===== config.mk =====
export PLATFORM = sky130hd
export DESIGN_NAME = palette_ram_flat
export DESIGN_NICKNAME = d
export VERILOG_FILES = /design/src/rtl/palette_pkg.sv /design/src/rtl/palette_ram_if.sv /design/src/rtl/palette_ram_core.sv /design/src/rtl/palette_ram.sv /design/src/flat_wrapper.sv
export SDC_FILE = /design/constraint.sdc
export NUM_CORES = 1
export LEC_CHECK = 0
export CORE_MARGIN = 2
export CORE_UTILIZATION = 46
export CTS_BUF_LIST = sky130_fd_sc_hd__clkbuf_16
export CTS_CLUSTER_DIAMETER = 150
export DETAILED_ROUTE_END_ITERATION = 16
export PLACE_DENSITY = 0.68
export SLEW_MARGIN = 20
export SYNTH_ARGS = -nofsm -noshare
export SYNTH_HDL_FRONTEND = slang
export SYNTH_SLANG_ARGS = --single-unit

===== constraint.sdc =====
create_clock -name clk -period 5.1 [get_ports clk]
set_input_delay 0.765 -clock clk [delete_from_list [all_inputs] [get_ports clk]]
set_output_delay 0.765 -clock clk [all_outputs]
set_load 0.1 [all_outputs]

===== src/rtl/palette_pkg.sv =====
// Shared types and default sizes for the palette RAM slice.
// FSM state enum (CLEAR, IDLE) plus DATA_W/ADDR_W/OUT_REG defaults.
package palette_pkg;

  localparam int DATA_W_DEF  = 16;
  localparam int ADDR_W_DEF  = 6;
  localparam int OUT_REG_DEF = 1;

  typedef enum logic {
    CLEAR = 1'b0,
    IDLE  = 1'b1
  } state_t;

endpackage


===== src/rtl/palette_ram_if.sv =====
// Write/read request bus of the palette RAM.
// master drives wr_*/rd_en/rd_addr; slave returns rd_data/rd_valid/busy.
interface palette_ram_if #(
  parameter int DATA_W = 16,
  parameter int ADDR_W = 6
) ();

  logic                  wr_en;
  logic [ADDR_W-1:0]     wr_addr;
  logic [DATA_W/8-1:0]   wr_be;
  logic [DATA_W-1:0]     wr_data;
  logic                  rd_en;
  logic [ADDR_W-1:0]     rd_addr;
  logic [DATA_W-1:0]     rd_data;
  logic                  rd_valid;
  logic                  busy;

  modport master (
    output wr_en, wr_addr, wr_be, wr_data,
    output rd_en, rd_addr,
    input  rd_data, rd_valid, busy
  );

  modport slave (
    input  wr_en, wr_addr, wr_be, wr_data,
    input  rd_en, rd_addr,
    output rd_data, rd_valid, busy
  );

endinterface


===== src/rtl/palette_ram_core.sv =====
// Simple dual-port storage: byte-enabled write, registered read.
// Ports: clk, we/wa/wbe/wd write side, re/ra read side, rq read data.
module palette_ram_core #(
  parameter int DATA_W = 16,
  parameter int ADDR_W = 6
) (
  input  logic                clk,
  input  logic                we,
  input  logic [ADDR_W-1:0]   wa,
  input  logic [DATA_W/8-1:0] wbe,
  input  logic [DATA_W-1:0]   wd,
  input  logic                re,
  input  logic [ADDR_W-1:0]   ra,
  output logic [DATA_W-1:0]   rq
);

  localparam int NB    = DATA_W / 8;
  localparam int DEPTH = 1 << ADDR_W;

  logic [DATA_W-1:0] mem [DEPTH];

  always_ff @(posedge clk) begin
    for (int b = 0; b < NB; b++) begin
      if (we && wbe[b]) begin
        mem[wa][8*b +: 8] <= wd[8*b +: 8];
      end
    end
  end

  // Read is read-first; the top merges same-cycle writes.
  always_ff @(posedge clk) begin
    if (re) begin
      rq <= mem[ra];
    end
  end

endmodule


===== src/rtl/palette_ram.sv =====
// Palette RAM top: forwarding, read valid pipeline, optional clear.
// Ports: clk, rst_n, bus (slave). Macro PALETTE_CLEAR_EN adds clear.
module palette_ram
  import palette_pkg::*;
#(
  parameter int DATA_W  = DATA_W_DEF,
  parameter int ADDR_W  = ADDR_W_DEF,
  parameter int OUT_REG = OUT_REG_DEF
) (
  input  logic        clk,
  input  logic        rst_n,
  palette_ram_if.slave bus
);

  localparam int NB = DATA_W / 8;

  logic                busy_q;
  logic                wr_acc;
  logic                rd_acc;
  logic                c_we;
  logic [ADDR_W-1:0]   c_wa;
  logic [NB-1:0]       c_wbe;
  logic [DATA_W-1:0]   c_wd;
  logic [DATA_W-1:0]   core_q;
  logic                v1;
  logic                fwd_hit;
  logic [NB-1:0]       fwd_be;
  logic [DATA_W-1:0]   fwd_data;
  logic [DATA_W-1:0]   s1_data;

  assign wr_acc   = bus.wr_en & ~busy_q;
  assign rd_acc   = bus.rd_en & ~busy_q;
  assign bus.busy = busy_q;

`ifdef PALETTE_CLEAR_EN
  state_t            state;
  logic [ADDR_W-1:0] clr_addr;
  logic              clearing;

  always_ff @(posedge clk or negedge rst_n) begin
    if (!rst_n) begin
      state    <= CLEAR;
      clr_addr <= '0;
      busy_q   <= 1'b1;
    end else begin
      unique case (state)
        CLEAR: begin
          // Counter overflow returns it to 0 on exit.
          clr_addr <= clr_addr + 1'b1;
          if (clr_addr == '1) begin
            state  <= IDLE;
            busy_q <= 1'b0;
          end
        end
        IDLE: begin
          state <= IDLE;
        end
      endcase
    end
  end

  // No sweep writes while reset is held.
  assign clearing = (state == CLEAR) & rst_n;
  assign c_we  = clearing | wr_acc;
  assign c_wa  = clearing ? clr_addr : bus.wr_addr;
  assign c_wbe = clearing ? '1 : bus.wr_be;
  assign c_wd  = clearing ? '0 : bus.wr_data;
`else
  assign busy_q = 1'b0;
  assign c_we   = wr_acc;
  assign c_wa   = bus.wr_addr;
  assign c_wbe  = bus.wr_be;
  assign c_wd   = bus.wr_data;
`endif

  palette_ram_core #(
    .DATA_W (DATA_W),
    .ADDR_W (ADDR_W)
  ) u_core (
    .clk (clk),
    .we  (c_we),
    .wa  (c_wa),
    .wbe (c_wbe),
    .wd  (c_wd),
    .re  (rd_acc),
    .ra  (bus.rd_addr),
    .rq  (core_q)
  );

  // Capture a colliding write with the read so it can be
  // merged over the read-first core data.
  always_ff @(posedge clk or negedge rst_n) begin
    if (!rst_n) begin
      v1       <= 1'b0;
      fwd_hit  <= 1'b0;
      fwd_be   <= '0;
      fwd_data <= '0;
    end else begin
      v1 <= rd_acc;
      if (rd_acc) begin
        fwd_hit  <= wr_acc & (bus.wr_addr == bus.rd_addr);
        fwd_be   <= bus.wr_be;
        fwd_data <= bus.wr_data;
      end
    end
  end

  always_comb begin
    s1_data = core_q;
    for (int b = 0; b < NB; b++) begin
      if (fwd_hit && fwd_be[b]) begin
        s1_data[8*b +: 8] = fwd_data[8*b +: 8];
      end
    end
  end

  generate
    if (OUT_REG != 0) begin : g_oreg
      logic [DATA_W-1:0] out_q;
      logic              v2;

      always_ff @(posedge clk or negedge rst_n) begin
        if (!rst_n) begin
          out_q <= '0;
          v2    <= 1'b0;
        end else begin
          v2 <= v1;
          if (v1) begin
            out_q <= s1_data;
          end
        end
      end

      assign bus.rd_data  = out_q;
      assign bus.rd_valid = v2;
    end else begin : g_noreg
      logic seen;

      // Core data is unknown until the first read lands.
      always_ff @(posedge clk or negedge rst_n) begin
        if (!rst_n) begin
          seen <= 1'b0;
        end else if (v1) begin
          seen <= 1'b1;
        end
      end

      assign bus.rd_data  = (seen | v1) ? s1_data : '0;
      assign bus.rd_valid = v1;
    end
  endgenerate

endmodule


===== src/flat_wrapper.sv =====
// flat-port wrapper written by rule: the top's interface ports become plain ports
module palette_ram_flat import palette_pkg::*;
#(
  parameter int DATA_W  = DATA_W_DEF,
  parameter int ADDR_W  = ADDR_W_DEF,
  parameter int OUT_REG = OUT_REG_DEF
)
  (clk, rst_n, bus_wr_en, bus_wr_addr, bus_wr_be, bus_wr_data, bus_rd_en, bus_rd_addr, bus_rd_data, bus_rd_valid, bus_busy);
  palette_ram_if #(.DATA_W(DATA_W), .ADDR_W(ADDR_W)) bus_i ();
  input  logic clk;
  input  logic rst_n;
  input wire logic [$bits(bus_i.wr_en)-1:0] bus_wr_en;
  input wire logic [$bits(bus_i.wr_addr)-1:0] bus_wr_addr;
  input wire logic [$bits(bus_i.wr_be)-1:0] bus_wr_be;
  input wire logic [$bits(bus_i.wr_data)-1:0] bus_wr_data;
  input wire logic [$bits(bus_i.rd_en)-1:0] bus_rd_en;
  input wire logic [$bits(bus_i.rd_addr)-1:0] bus_rd_addr;
  output wire logic [$bits(bus_i.rd_data)-1:0] bus_rd_data;
  output wire logic [$bits(bus_i.rd_valid)-1:0] bus_rd_valid;
  output wire logic [$bits(bus_i.busy)-1:0] bus_busy;
  assign bus_i.wr_en = bus_wr_en;
  assign bus_i.wr_addr = bus_wr_addr;
  assign bus_i.wr_be = bus_wr_be;
  assign bus_i.wr_data = bus_wr_data;
  assign bus_i.rd_en = bus_rd_en;
  assign bus_i.rd_addr = bus_rd_addr;
  assign bus_rd_data = bus_i.rd_data;
  assign bus_rd_valid = bus_i.rd_valid;
  assign bus_busy = bus_i.busy;
  palette_ram #(.DATA_W(DATA_W), .ADDR_W(ADDR_W), .OUT_REG(OUT_REG)) u_core (.clk(clk), .rst_n(rst_n), .bus(bus_i));
endmodule

==> impl_metrics.toml <==
[synth]
synth-seq-cells = 1077
synth_area_leaders = "edfxtp_1 (74%), mux4_2 (7.6%), mux2i_1 (4.3%)"
synth_area_leader_cell = "edfxtp_1"
netlist_instances = 2168
synth-main-ff-cell = "edfxtp_1"
yosysUniqueCellTypes = 54
synth_area_um2 = 42100
syn_avg_cell_area_um2 = 19.4
syn_nets = 2202
ys_seq_area_share_pct = 76.3
async_reset_ff_share_pct = 3.44
synth_edf_count = 1040
ys_warn_count = 0
synth.top_cell.area_share_pct = 74.1

[routing]
wl_met3_um = 9720
met1Wirelength_um = 43500
drt_pass1_iterations = 6
vias_per_cell = 6.16
ant_nets = 0
wl_met2_um = 48300
vias = 21635
route.detailed.drc = 0
post_drt_wl_per_cell_um = 29.6
drtIter0Drc = 3074
highest_layer = "met5"
finalWirelength_um = 104000

[timing]
hold_violations = 0
worst_pin_slew_ns = 1.08
setup_viol = 0
relSlewSlack_pct = 27.6
fin_crit_sh_pct = 70.4
fin_crit_ns = 3.59
tns_ns = 0
fmax_ghz = 0.278
rsz0062_at_grt = "no"
final_max_slew_viol_count = 0
final.setup_skew_ns = 0.0212

[floorplanning]
ioPinCount = 52
die_area_um2 = 94000
dieWidth_um = 307
design.core.area_um2 = 90400
rows = 110
die_h_um = 307
initial_core_util_pct = 46.6

[worst_setup_path]
arrival_ns = 3.96
worstPathCellList = "clkdlybuf4s50_1, nor2b_1, nor2b_1, buf_4, a2111oi_1, nand4_1"
criticalPathCategory = "in2reg"
endpoint_kind = "register"
slowest_delay_ns = 0.97
cpMaxStageDelayCell = "clkdlybuf4s50_1"
cp_common_cell = "nor2b_1"
crit_path_start_kind = "input pin"
required_ns = 5.46
cp_max_fo = 16

[power]
vdd_ir_drop_max_mv = 0.254
internal-power_w = 0.0142
clockPowerShare_pct = 40.1
power_w = 0.0182
p_sw_w = 0.00400
switching_share_pct = 22.0
power_leakage_nw = 15.2
power_frac_comb_pct = 5.8
power_density_nw_per_um2 = 388
p_seq_share_pct = 54.0

[final_layout]
layout-drive-gt1-share_pct = 18.4
finalNetCount = 2292
final_area_um2 = 46900
utilization_pct = 51.8
antenna_cells = 0
finalNonFillerCells = 3512
area_delta_synth_final_pct = 11.3

[global_routing]
grt_max_degree = 103
grt_usage_pct = 22.1
grt_overflow_total = 0
antenna_found_initial = 6
grt_pass1_wl_um = 150000
grt_pass1_vias = 21325

[cts]
cts_made_buffers = 104
htree_levels = 3
cts_sinks = 1077
path_clk_slew_ns = 0.06
cts_setup_buffers = 0
cts_root_buffer = "clkbuf_16"
ctsHoldBuffers = 0
clockBufferDepth = 3
clk_latency_ns = 0.68
ctsResizeCount = 0
cts_tree = "done"

[placement]
place_area_um2 = 43700
globalplace.congestion = 0.869
dp_hpwl_um = 64600
io_buffers = 50
placedCellCount = 3328

[run_status]
status = "finished clean"

[job]
cap_violations = 0

[min_path]
hp-class = "in2async"
[worst paths after layout]
check / from / endpoint / slack (ns) / cells after the start
max: bus_rd_addr[3] / u_core.u_core.rq[5] / 1.51 / 6
min: rst_n / u_core.fwd_data[3] / 0.19 / 1
max reg2reg: u_core.u_core.mem[58][5] / u_core.u_core.rq[5] / 2.61 / 5
min reg2reg: u_core.fwd_data[10] / u_core.fwd_data[10] / 0.51 / 1
max in group asynchronous: rst_n / u_core.bus.rd_data[14] / 4.39 / 1
min in group clk: u_core.fwd_data[10] / u_core.fwd_data[10] / 0.51 / 1
[state kept, by name, summed over array words and instances (netlist names)]
name and cells:
u_core.u_core.mem 1024, u_core.bus.rd_data 16, u_core.v1 1, u_core.fwd_data 16, u_core.fwd_hit 1, u_core.bus.rd_valid 1
u_core.fwd_be 2, u_core.u_core.rq 16
[per-layer routing]
metal | vias up | track usage (%)
li1 | 9004 | -
met3 | 174 | 4.82
met2 | 1162 | 34.2
met1 | 11293 | 32.0
met5 | - | 0
met4 | 2 | 6.06
[critical path: cells and delay by family]
kind	cells	cell delay, ns
buffers and inverters	2	1.27
and+or+nand+nor	3	0.95
AOI/OAI and AO/OA	1	0.93
[per-stage QoR]
| stage | worst slack, ns | hold slack (ns) |
|---|---|---|
| 2_1_floorplan | 2.52 | 0.428 |
| 3_3_place_gp | 0.976 | 0.489 |
| 3_5_place_dp | 0.956 | 0.495 |
| 4_1_cts | 1.68 | 0.191 |
| 5_1_grt | 1.49 | 0.253 |
| 6_report | 1.51 | 0.187 |
[Yosys cell counts, drive strengths merged, types with 2 or more instances]
master,count
inv,2
a22oi,82
nor4,6
o221ai,5
o22ai,4
nand2,66
and3b,2
a21oi,32
a2111oi,10
or3,4
o22a,5
buf,91
nand4,8
a221oi,33
xnor2,3
clkbuf,32
and3,8
or3b,2
and2,5
dfrtp,37
nand3,40
xor2,3
edfxtp,1040
o211ai,2
a211oi,20
nor2,167
mux2i,181
a22o,10
nand3b,5
mux2,56
nand2b,4
o21ai,13
nor2b,27
and4,4
mux4,149
a31oi,5
[kinds of logic after synthesis]
family	synth area share, %
buffers and inverters	1.94
AOI/OAI and AO/OA	3.95
other	0.00890
xor gates and xnor gates	0.125
DFF	76.3
muxes	13.8
and+or+nand+nor	3.80
[cells in the final DEF, fill, tap and decap left out, drive strengths merged, types with 25 or more instances in the layout]
cell	instances
a221oi	33
inv	25
nor2b	27
mux4	149
buf	77
clkdlybuf4s50	30
nand2	66
edfxtp	1040
dfrtp	37
mux2	56
clkinv	44
a21oi	32
nor2	167
clkbuf	105
mux2i	181
a22oi	82
nand3	40
[power groups by stage]
stage / registers [W] / clock network, W / logic (W)
finish: 0.00982 / 0.00730 / 0.00106
CTS: 0.00982 / 0.00737 / 0.00106
global placement: 0.0100 / 0 / 0.00104
detailed placement: 0.0100 / 0 / 0.00105
global route: 0.00982 / 0.00769 / 0.00111
floorplan: 0.0101 / 0 / 0.000512
[layout make-up]
type / instances / area, um2
fill: 7014 / 43500
sequential: 1077 / 32200
multi-input combinational: 966 / 9160
clock buffer: 105 / 2630
tap: 1176 / 1470
timing repair buffer: 107 / 883
clock inverter: 79 / 581
inverter: 2 / 7.51
Note: power is estimated with default switching activity, not from simulation.
